[src/rtl/sprite_frame_scheduler_if.sv]
// Update channel from game logic into sprite_frame_scheduler: one sprite
// position/visibility record per valid/ready transfer.
interface sprite_frame_scheduler_if;
    logic        upd_valid;
    logic        upd_ready;
    logic [1:0]  upd_id;
    logic [10:0] upd_x;
    logic [10:0] upd_y;
    logic        upd_en;

    modport master (
        output upd_valid, upd_id, upd_x, upd_y, upd_en,
        input  upd_ready
    );

    modport slave (
        input  upd_valid, upd_id, upd_x, upd_y, upd_en,
        output upd_ready
    );
endinterface

[src/rtl/sprite_frame_scheduler.sv]
// Sprite scheduler: buffers position updates, commits them in vertical blank and
// arbitrates sprites per pixel (2-clock pipeline). SPRITE_COLLISION_EN enables collide.
module sprite_frame_scheduler #(
    parameter int NSPR     = 4,
    parameter int H_ACTIVE = 640,
    parameter int V_ACTIVE = 480,
    parameter int SPR_W    = 40,
    parameter int SPR_H    = 40
) (
    input  logic                           clk,
    input  logic                           rst,
    input  logic [10:0]                    counth,
    input  logic [10:0]                    countv,
    sprite_frame_scheduler_if.slave        upd,
    output logic                           frame_done,
    output logic                           layer_hit,
    output logic [1:0]                     layer_id,
    output logic [5:0]                     off_x,
    output logic [5:0]                     off_y,
    output logic                           collide
);

    localparam int CW = (NSPR > 1) ? $clog2(NSPR) : 1;

    typedef enum logic [1:0] {RUN, COMMIT, BLANK} state_t;

    state_t          state_q, state_d;
    logic [CW-1:0]   cnt_q;
    logic            cnt_last;
    logic            accept;
    logic            id_ok;

    logic [10:0]     sh_x  [NSPR];
    logic [10:0]     sh_y  [NSPR];
    logic [NSPR-1:0] sh_en;
    logic [NSPR-1:0] dirty;
    logic [10:0]     act_x [NSPR];
    logic [10:0]     act_y [NSPR];
    logic [NSPR-1:0] act_en;

    logic [NSPR-1:0] hit_c;
    logic [NSPR-1:0] s1_hit;
    logic [5:0]      s1_dx [NSPR];
    logic [5:0]      s1_dy [NSPR];

    logic            win_hit;
    logic [1:0]      win_id;
    logic [5:0]      win_dx, win_dy;

    assign accept = upd.upd_valid & upd.upd_ready;
    assign id_ok  = 32'(upd.upd_id) < NSPR;

    always_comb begin
        state_d  = state_q;
        cnt_last = (cnt_q == CW'(NSPR - 1));
        case (state_q)
            RUN:     if (countv == 11'(V_ACTIVE) && counth == '0) state_d = COMMIT;
            COMMIT:  if (cnt_last) state_d = BLANK;
            BLANK:   if (countv == '0 && counth == '0) state_d = RUN;
            default: state_d = RUN;
        endcase
    end

    always_ff @(posedge clk) begin
        if (rst) begin
            state_q        <= RUN;
            cnt_q          <= '0;
            upd.upd_ready  <= 1'b1;
            frame_done     <= 1'b0;
        end else begin
            state_q        <= state_d;
            cnt_q          <= (state_q == COMMIT && !cnt_last) ? cnt_q + 1'b1 : '0;
            upd.upd_ready  <= (state_d != COMMIT);
            frame_done     <= (state_q == COMMIT) && (state_d == BLANK);
        end
    end

    // Accepts and commits never coincide: upd_ready is low for the whole COMMIT window.
    always_ff @(posedge clk) begin
        if (rst) begin
            for (int unsigned i = 0; i < NSPR; i++) begin
                sh_x[i]  <= '0;
                sh_y[i]  <= '0;
                act_x[i] <= '0;
                act_y[i] <= '0;
            end
            sh_en  <= '0;
            dirty  <= '0;
            act_en <= '0;
        end else begin
            if (accept && id_ok) begin
                sh_x[upd.upd_id]  <= upd.upd_x;
                sh_y[upd.upd_id]  <= upd.upd_y;
                sh_en[upd.upd_id] <= upd.upd_en;
                dirty[upd.upd_id] <= 1'b1;
            end
            if (state_q == COMMIT && dirty[cnt_q]) begin
                act_x[cnt_q]  <= sh_x[cnt_q];
                act_y[cnt_q]  <= sh_y[cnt_q];
                act_en[cnt_q] <= sh_en[cnt_q];
                dirty[cnt_q]  <= 1'b0;
            end
        end
    end

    // Bounds are compared at 12 bits so a sprite near 2047 cannot wrap onto column 0.
    always_comb begin
        hit_c = '0;
        for (int unsigned i = 0; i < NSPR; i++) begin
            hit_c[i] = act_en[i]
                && ({1'b0, counth} >= {1'b0, act_x[i]})
                && ({1'b0, counth} <= {1'b0, act_x[i]} + 12'(SPR_W - 1))
                && ({1'b0, countv} >= {1'b0, act_y[i]})
                && ({1'b0, countv} <= {1'b0, act_y[i]} + 12'(SPR_H - 1))
                && (counth < 11'(H_ACTIVE))
                && (countv < 11'(V_ACTIVE));
        end
    end

    always_ff @(posedge clk) begin
        if (rst) begin
            s1_hit <= '0;
            for (int unsigned i = 0; i < NSPR; i++) begin
                s1_dx[i] <= '0;
                s1_dy[i] <= '0;
            end
        end else begin
            s1_hit <= hit_c;
            for (int unsigned i = 0; i < NSPR; i++) begin
                s1_dx[i] <= counth[5:0] - act_x[i][5:0];
                s1_dy[i] <= countv[5:0] - act_y[i][5:0];
            end
        end
    end

    always_comb begin
        win_hit = 1'b0;
        win_id  = '0;
        win_dx  = '0;
        win_dy  = '0;
        for (int unsigned i = 0; i < NSPR; i++) begin
            if (s1_hit[i] && !win_hit) begin
                win_hit = 1'b1;
                win_id  = 2'(i);
                win_dx  = s1_dx[i];
                win_dy  = s1_dy[i];
            end
        end
    end

    always_ff @(posedge clk) begin
        if (rst) begin
            layer_hit <= 1'b0;
            layer_id  <= '0;
            off_x     <= '0;
            off_y     <= '0;
        end else begin
            layer_hit <= win_hit;
            layer_id  <= win_id;
            off_x     <= win_dx;
            off_y     <= win_dy;
        end
    end

`ifdef SPRITE_COLLISION_EN
    logic sticky;

    always_ff @(posedge clk) begin
        if (rst) begin
            sticky  <= 1'b0;
            collide <= 1'b0;
        end else if (frame_done) begin
            collide <= sticky;
            sticky  <= 1'b0;
        end else if (s1_hit[0] && |s1_hit[NSPR-1:1]) begin
            sticky  <= 1'b1;
        end
    end
`else
    assign collide = 1'b0;
`endif

endmodule

[src/flat_wrapper.sv]
// flat-port wrapper written by rule: the top's interface ports become plain ports
module sprite_frame_scheduler_flat 
#(
    parameter int NSPR     = 4,
    parameter int H_ACTIVE = 640,
    parameter int V_ACTIVE = 480,
    parameter int SPR_W    = 40,
    parameter int SPR_H    = 40
)
  (clk, rst, counth, countv, frame_done, layer_hit, layer_id, off_x, off_y, collide, upd_upd_valid, upd_upd_id, upd_upd_x, upd_upd_y, upd_upd_en, upd_upd_ready);
  sprite_frame_scheduler_if upd_i ();
  input  logic clk;
  input  logic rst;
  input  logic [10:0] counth;
  input  logic [10:0] countv;
  output logic frame_done;
  output logic layer_hit;
  output logic [1:0] layer_id;
  output logic [5:0] off_x;
  output logic [5:0] off_y;
  output logic collide;
  input wire logic [$bits(upd_i.upd_valid)-1:0] upd_upd_valid;
  input wire logic [$bits(upd_i.upd_id)-1:0] upd_upd_id;
  input wire logic [$bits(upd_i.upd_x)-1:0] upd_upd_x;
  input wire logic [$bits(upd_i.upd_y)-1:0] upd_upd_y;
  input wire logic [$bits(upd_i.upd_en)-1:0] upd_upd_en;
  output wire logic [$bits(upd_i.upd_ready)-1:0] upd_upd_ready;
  assign upd_i.upd_valid = upd_upd_valid;
  assign upd_i.upd_id = upd_upd_id;
  assign upd_i.upd_x = upd_upd_x;
  assign upd_i.upd_y = upd_upd_y;
  assign upd_i.upd_en = upd_upd_en;
  assign upd_upd_ready = upd_i.upd_ready;
  sprite_frame_scheduler #(.NSPR(NSPR), .H_ACTIVE(H_ACTIVE), .V_ACTIVE(V_ACTIVE), .SPR_W(SPR_W), .SPR_H(SPR_H)) u_core (.clk(clk), .rst(rst), .counth(counth), .countv(countv), .upd(upd_i), .frame_done(frame_done), .layer_hit(layer_hit), .layer_id(layer_id), .off_x(off_x), .off_y(off_y), .collide(collide));
endmodule
[config.mk]
export PLATFORM = sky130hd
export DESIGN_NAME = sprite_frame_scheduler_flat
export DESIGN_NICKNAME = d
export VERILOG_FILES = /design/src/rtl/sprite_frame_scheduler_if.sv /design/src/rtl/sprite_frame_scheduler.sv /design/src/flat_wrapper.sv
export SDC_FILE = /design/constraint.sdc
export NUM_CORES = 1
export LEC_CHECK = 0
export BUFFER_PORTS_ARGS = -buffer_cell sky130_fd_sc_hd__buf_2
export CORE_AREA = 3 3 224 226
export DETAILED_ROUTE_END_ITERATION = 7
export DIE_AREA = 0 0 227 229
export PLACE_DENSITY = 0.59
export SLEW_MARGIN = 20
export SYNTH_ARGS = -nofsm -noshare
export SYNTH_HDL_FRONTEND = slang
export SYNTH_SLANG_ARGS = --single-unit
[constraint.sdc]
create_clock -name clk -period 7 [get_ports clk]
set_clock_uncertainty 0.1 [all_clocks]
set_input_delay 1.4 -clock clk [delete_from_list [all_inputs] [get_ports clk]]
set_output_delay 1.4 -clock clk [all_outputs]
set_load 0.01 [all_outputs]
# Yosys cells after proc, flatten, opt, wreduce, memory -nomap -nowiden
# Memory sizes are Yosys's and may differ from the RTL's. A register that Yosys moved wholly into a read port is not among the register bits.
# Index checks and enable logic that the tools add are counted.
op_classes:
  eq_ne: 6
  addsub: 17
  bitwise: 13
  mux: 63
  magnitude_cmp: 22
  n_reduce_logical: 46
ops:
  columns: ["cell", "count"]
  rows:
  - ["$add A11 B6 Y12 const B", 8]
  - ["$le A11 B12 Y1", 8]
  - ["$mux W6", 16]
  - ["$ge A11 B11 Y1", 8]
  - ["$sub A6 B6 Y6", 8]
  - ["$mux W11", 4]
  - ["$reduce_or A11 Y1", 4]
  - ["$logic_and A1 B1 Y1", 34]
  - ["$logic_not A11 Y1", 2]
  - ["$mux W1", 22]
  - ["$mux W2", 11]
  - ["$mux W4", 3]
  - ["$eq A11 B9 Y1 const B", 1]
  - ["$lt A11 B10 Y1 const B", 1]
  - ["$lt A11 B9 Y1 const B", 1]
  - ["$bwmux W4", 2]
  - ["$or A1 B1 Y1", 8]
  - ["$eq A2 B2 Y1 const B", 3]
  - ["$lt A2 B3 Y1 const B", 2]
  - ["$pmux W2 S3", 1]
  - ["$and A4 B4 Y4", 1]
  - ["$bmux W1 S2", 2]
  - ["$demux W1 S2", 2]
  - ["$ge A2 B1 Y1 const B", 2]
  - ["other kinds (10)", 13]
totals:
  mem_bits_rw: 224
  ff_bits: 37
  elab_cells: 185
  memories: 6
  in_bits: 50
memory_table:
  columns: ["name", "depth", "word_bits", "rd", "rd_ports_with_merged_regs", "wr", "line", "source"]
  rows:
  - ["u_core.act_x", 4, 11, 4, 0, 4, "sprite_frame_scheduler.sv:37", "logic [10:0] act_x [NSPR];"]
  - ["u_core.act_y", 4, 11, 4, 0, 4, "sprite_frame_scheduler.sv:38", "logic [10:0] act_y [NSPR];"]
  - ["u_core.sh_x", 4, 11, 1, 1, 4, "sprite_frame_scheduler.sv:33", "logic [10:0] sh_x [NSPR];"]
  - ["u_core.sh_y", 4, 11, 1, 1, 4, "sprite_frame_scheduler.sv:34", "logic [10:0] sh_y [NSPR];"]
  - ["u_core.s1_dx", 4, 6, 4, 0, 4, "sprite_frame_scheduler.sv:43", "logic [5:0] s1_dx [NSPR];"]
  - ["u_core.s1_dy", 4, 6, 4, 0, 4, "sprite_frame_scheduler.sv:44", "logic [5:0] s1_dy [NSPR];"]

# Depth between registers and ports, before layout
depth:
  depth_word: 10
  mapped_depth: 13

# Least setup slack after synthesis
# OpenSTA, ideal clock, no wires.
synth_timing:
  kind: "input -> register"
  start: "input port rst"
  end: "memory u_core.act_x[2][0] (enable)"
  arrival_time_ns: 2.720
  path_slack_ns: 3.801
  cell_stages: 5
  path_cell_list: "clkbuf_1 > nor2_1 > nand3_2 > nor3_2 > or2_1"
synth_rtl:
  columns: ["item", "line", "source"]
  rows:
  - ["start, declared", "flat_wrapper.sv:13", "input logic rst;"]
  - ["end, declared", "sprite_frame_scheduler.sv:37", null]

==> metrics.txt <==
crit end category=flip-flop; Antenna Cells=0; die area=51980 um2; post-detail-place hpwl=31.64 mm; pin count of the biggest net entering global routing=54; Least-Margin Pin Slew=1079 ps; Die Y=229 um; share of layout cells above drive strength 1=0.1015; register area share after synthesis=0.4403; gate count of the mapped netlist=1525; synth unique cells=70; drt wl/cell=17.80 um; initial antenna violation count=1; Critical-path top delay cell=nor3_2; WP data arrival=4180 ps; via count=11180; Post-CTS Setup Bufs=0; Final setup viols=0; CTS resizes=0; critical path type=input port to flip-flop; IO buf count=66; Pre-antenna DRT Iters=5; Horiz. Die Dim=227 um; Worst-Skew Late Latency=550 ps; IO Count=68; Synth area leaders=edfxtp_1 33%, ha_1 15%, dfxtp_1 11%; Syn Area/Cell=10.41 um2; post-route setup TNS=0 ps; fillcell total=4670; Place WS=2247 ps; synth warn=0; Fmax=0.2428 GHz; min Tclk post-route=4119 ps; Worst-path clk slew=60 ps; Placer Congestion=0.9262; gr usage total=0.1512; CTS H-Tree Depth=1; EDFF count, synth=176; P_leak=7.284 nW; Synth area leader=edfxtp_1; Hold Fails Final Rpt=0; PwrDens=213.5 nW/um2; CTS tree=done; DP Cell Count=2176; Final period util=0.5884; status=completed; starting density of the core=0.3269; Site Rows=81; Layout Cells excl Fill=2228; Post-Syn Area=15870 um2; Synthesized Nets=1771; vias in the first global route=11090; Max Slew Vio Count=0; final design utilization=0.3668; RSZ-0062 raised after global routing=no; number of routed nets with antenna violations=0; Iteration-0 DRC Markers=648; max incr delay on CP=900 ps; global-route wire length before repair=62.50 mm; Syn-to-layout area delta=12.21%; worst rel slew slack=0.2807; vias per std cell=5.018; Hold Buf Count CTS=0; Synth top area share=0.3331; final WL=39.65 mm; clk buf depth=3; Nets=1830; CP Launch Type=input port; # Max-Cap Violations=0; clock sinks=261; Remaining DRCs=0; Core Box Area=48550 um2; Async S/R FF share, synth=0; maximum VDD drop=0.0001616 V; Num CTS Buffers=28; worst-path fanout max=40; #FFs+latches synth=261; total grt overflow=0; setup ws final=2881 ps; top_reg_cell synth=edfxtp_1; Worst Path Required=7060 ps; crit path cell chain=buf_4 -> nor2_1 -> nand3_2 -> nor3_2 -> or2_1; Final Power=0.003802 W; Hold WC Path Type=flip-flop to flip-flop; Clock Tree Root=clkbuf_16
[flip-flops by register name (all words and copies together) (netlist names)]
signal / cells
u_core.act_en: 4
u_core.act_x: 44
u_core.act_y: 44
u_core.cnt_q: 2
u_core.dirty: 4
u_core.frame_done: 1
u_core.layer_hit: 1
u_core.layer_id: 2
u_core.off_x: 6
u_core.off_y: 6
u_core.s1_dx: 24
u_core.s1_dy: 24
u_core.s1_hit: 4
u_core.sh_en: 4
u_core.sh_x: 44
u_core.sh_y: 44
u_core.state_q: 2
u_core.upd.upd_ready: 1
[Yosys cell counts, drive strengths merged, types with 24 or more instances]
cell	count
a21oi	66
and2	66
clkbuf	24
dfxtp	85
edfxtp	176
ha	188
inv	138
mux4	24
nand2	86
nand4	37
nor2	173
nor2b	50
nor3	34
o21ai	47
xnor2	78
[worst paths after layout]
| check | startpoint | to | slack (ps) | cells after the start |
|---|---|---|---|---|
| hold reg to reg | u_core.sh_en[2]$_SDFFE_PP0P_ | u_core.sh_en[2]$_SDFFE_PP0P_ | 370 | 2 |
| setup reg to reg | u_core.cnt_q[0]$_SDFF_PP0_ | u_core.act_y[1][10]$_SDFFCE_PN0P_ | 2970 | 4 |
| setup / recovery | rst | u_core.act_y[1][10]$_SDFFCE_PN0P_ | 2880 | 5 |
| hold / removal | u_core.sh_en[2]$_SDFFE_PP0P_ | u_core.sh_en[2]$_SDFFE_PP0P_ | 370 | 2 |
[per-stage QoR]
stage / hold slack (ps) / instance area, um2
after detailed placement: 354.8 / 16830
after CTS: 362.9 / 17800
after global routing: 395.1 / 17810
final: 365.4 / 17810
after floorplan: 331.5 / 15870
after global placement: 348.6 / 16830
[placed cells by master, fill, tap and decap left out, drive strengths merged, types with 4 or more instances in the layout]
| master | count |
|---|---|
| a211o | 5 |
| a211oi | 23 |
| a21o | 23 |
| a21oi | 66 |
| a221oi | 17 |
| a22oi | 12 |
| a31oi | 10 |
| and2 | 66 |
| and3 | 5 |
| buf | 71 |
| bufinv | 5 |
| clkbuf | 32 |
| clkinv | 10 |
| clkinvlp | 4 |
| dfxtp | 85 |
| edfxtp | 176 |
| fa | 8 |
| ha | 188 |
| inv | 139 |
| mux2 | 5 |
| mux4 | 24 |
| nand2 | 86 |
| nand2b | 13 |
| nand3 | 19 |
| nand4 | 37 |
| nor2 | 173 |
| nor2b | 50 |
| nor3 | 34 |
| nor4 | 7 |
| o211ai | 10 |
| o21a | 10 |
| o21ai | 47 |
| o311ai | 4 |
| or2 | 4 |
| or3 | 6 |
| xnor2 | 78 |
| xor2 | 17 |
[report_power, final]
part / switching [W] / total (W) / internal [W] / leakage [nW]
registers: 0.0000509 / 0.00177 / 0.00172 / 2.54
logic: 0.000288 / 0.000487 / 0.000199 / 4.28
clock network: 0.000613 / 0.00154 / 0.000930 / 0.462
total: 0.000952 / 0.00380 / 0.00285 / 7.28
[final cells by class]
class,count,area [um2],share of cell area
clock buffer,32,725.7,0.04076
clock inverter,20,245.2,0.01377
inverter,138,518.0,0.02909
multi-input combinational,1084,8180,0.4594
sequential,261,6988,0.3925
tap,622,778.2,0.04371
timing repair buffer,71,370.4,0.02080
[logic make-up (layout without fill, tap and decap cells)]
family / Yosys count / in the layout / synth area share
flip-flops: 261 / 261 / 0.4403
XOR/XNOR: 95 / 95 / 0.05244
multiplexers: 31 / 31 / 0.03887
other: 1 / 1 / 0.0002363
AND/OR/NAND/NOR: 513 / 513 / 0.1612
adder cells (fa/ha/maj): 196 / 196 / 0.1583
AO/OA/AOI/OAI: 248 / 248 / 0.1040
buffers and inverters: 180 / 261 / 0.04463
[worst max-delay path, delay by kind of cell]
| kind | cells | cell delay [ps] |
|---|---|---|
| buffers and inverters | 1 | 250 |
| and+or+nand+nor | 4 | 2520 |
[routing by layer]
metal	GRT usage	part of all wire	up-vias
met5	0	0.00033	-
met4	0.04079	0.025	2
met3	0.01653	0.041	59
met2	0.2375	0.44	252
met1	0.2214	0.49	5290
li1	-	-	5578
No activity file was read; power rests on OpenSTA's default activity.
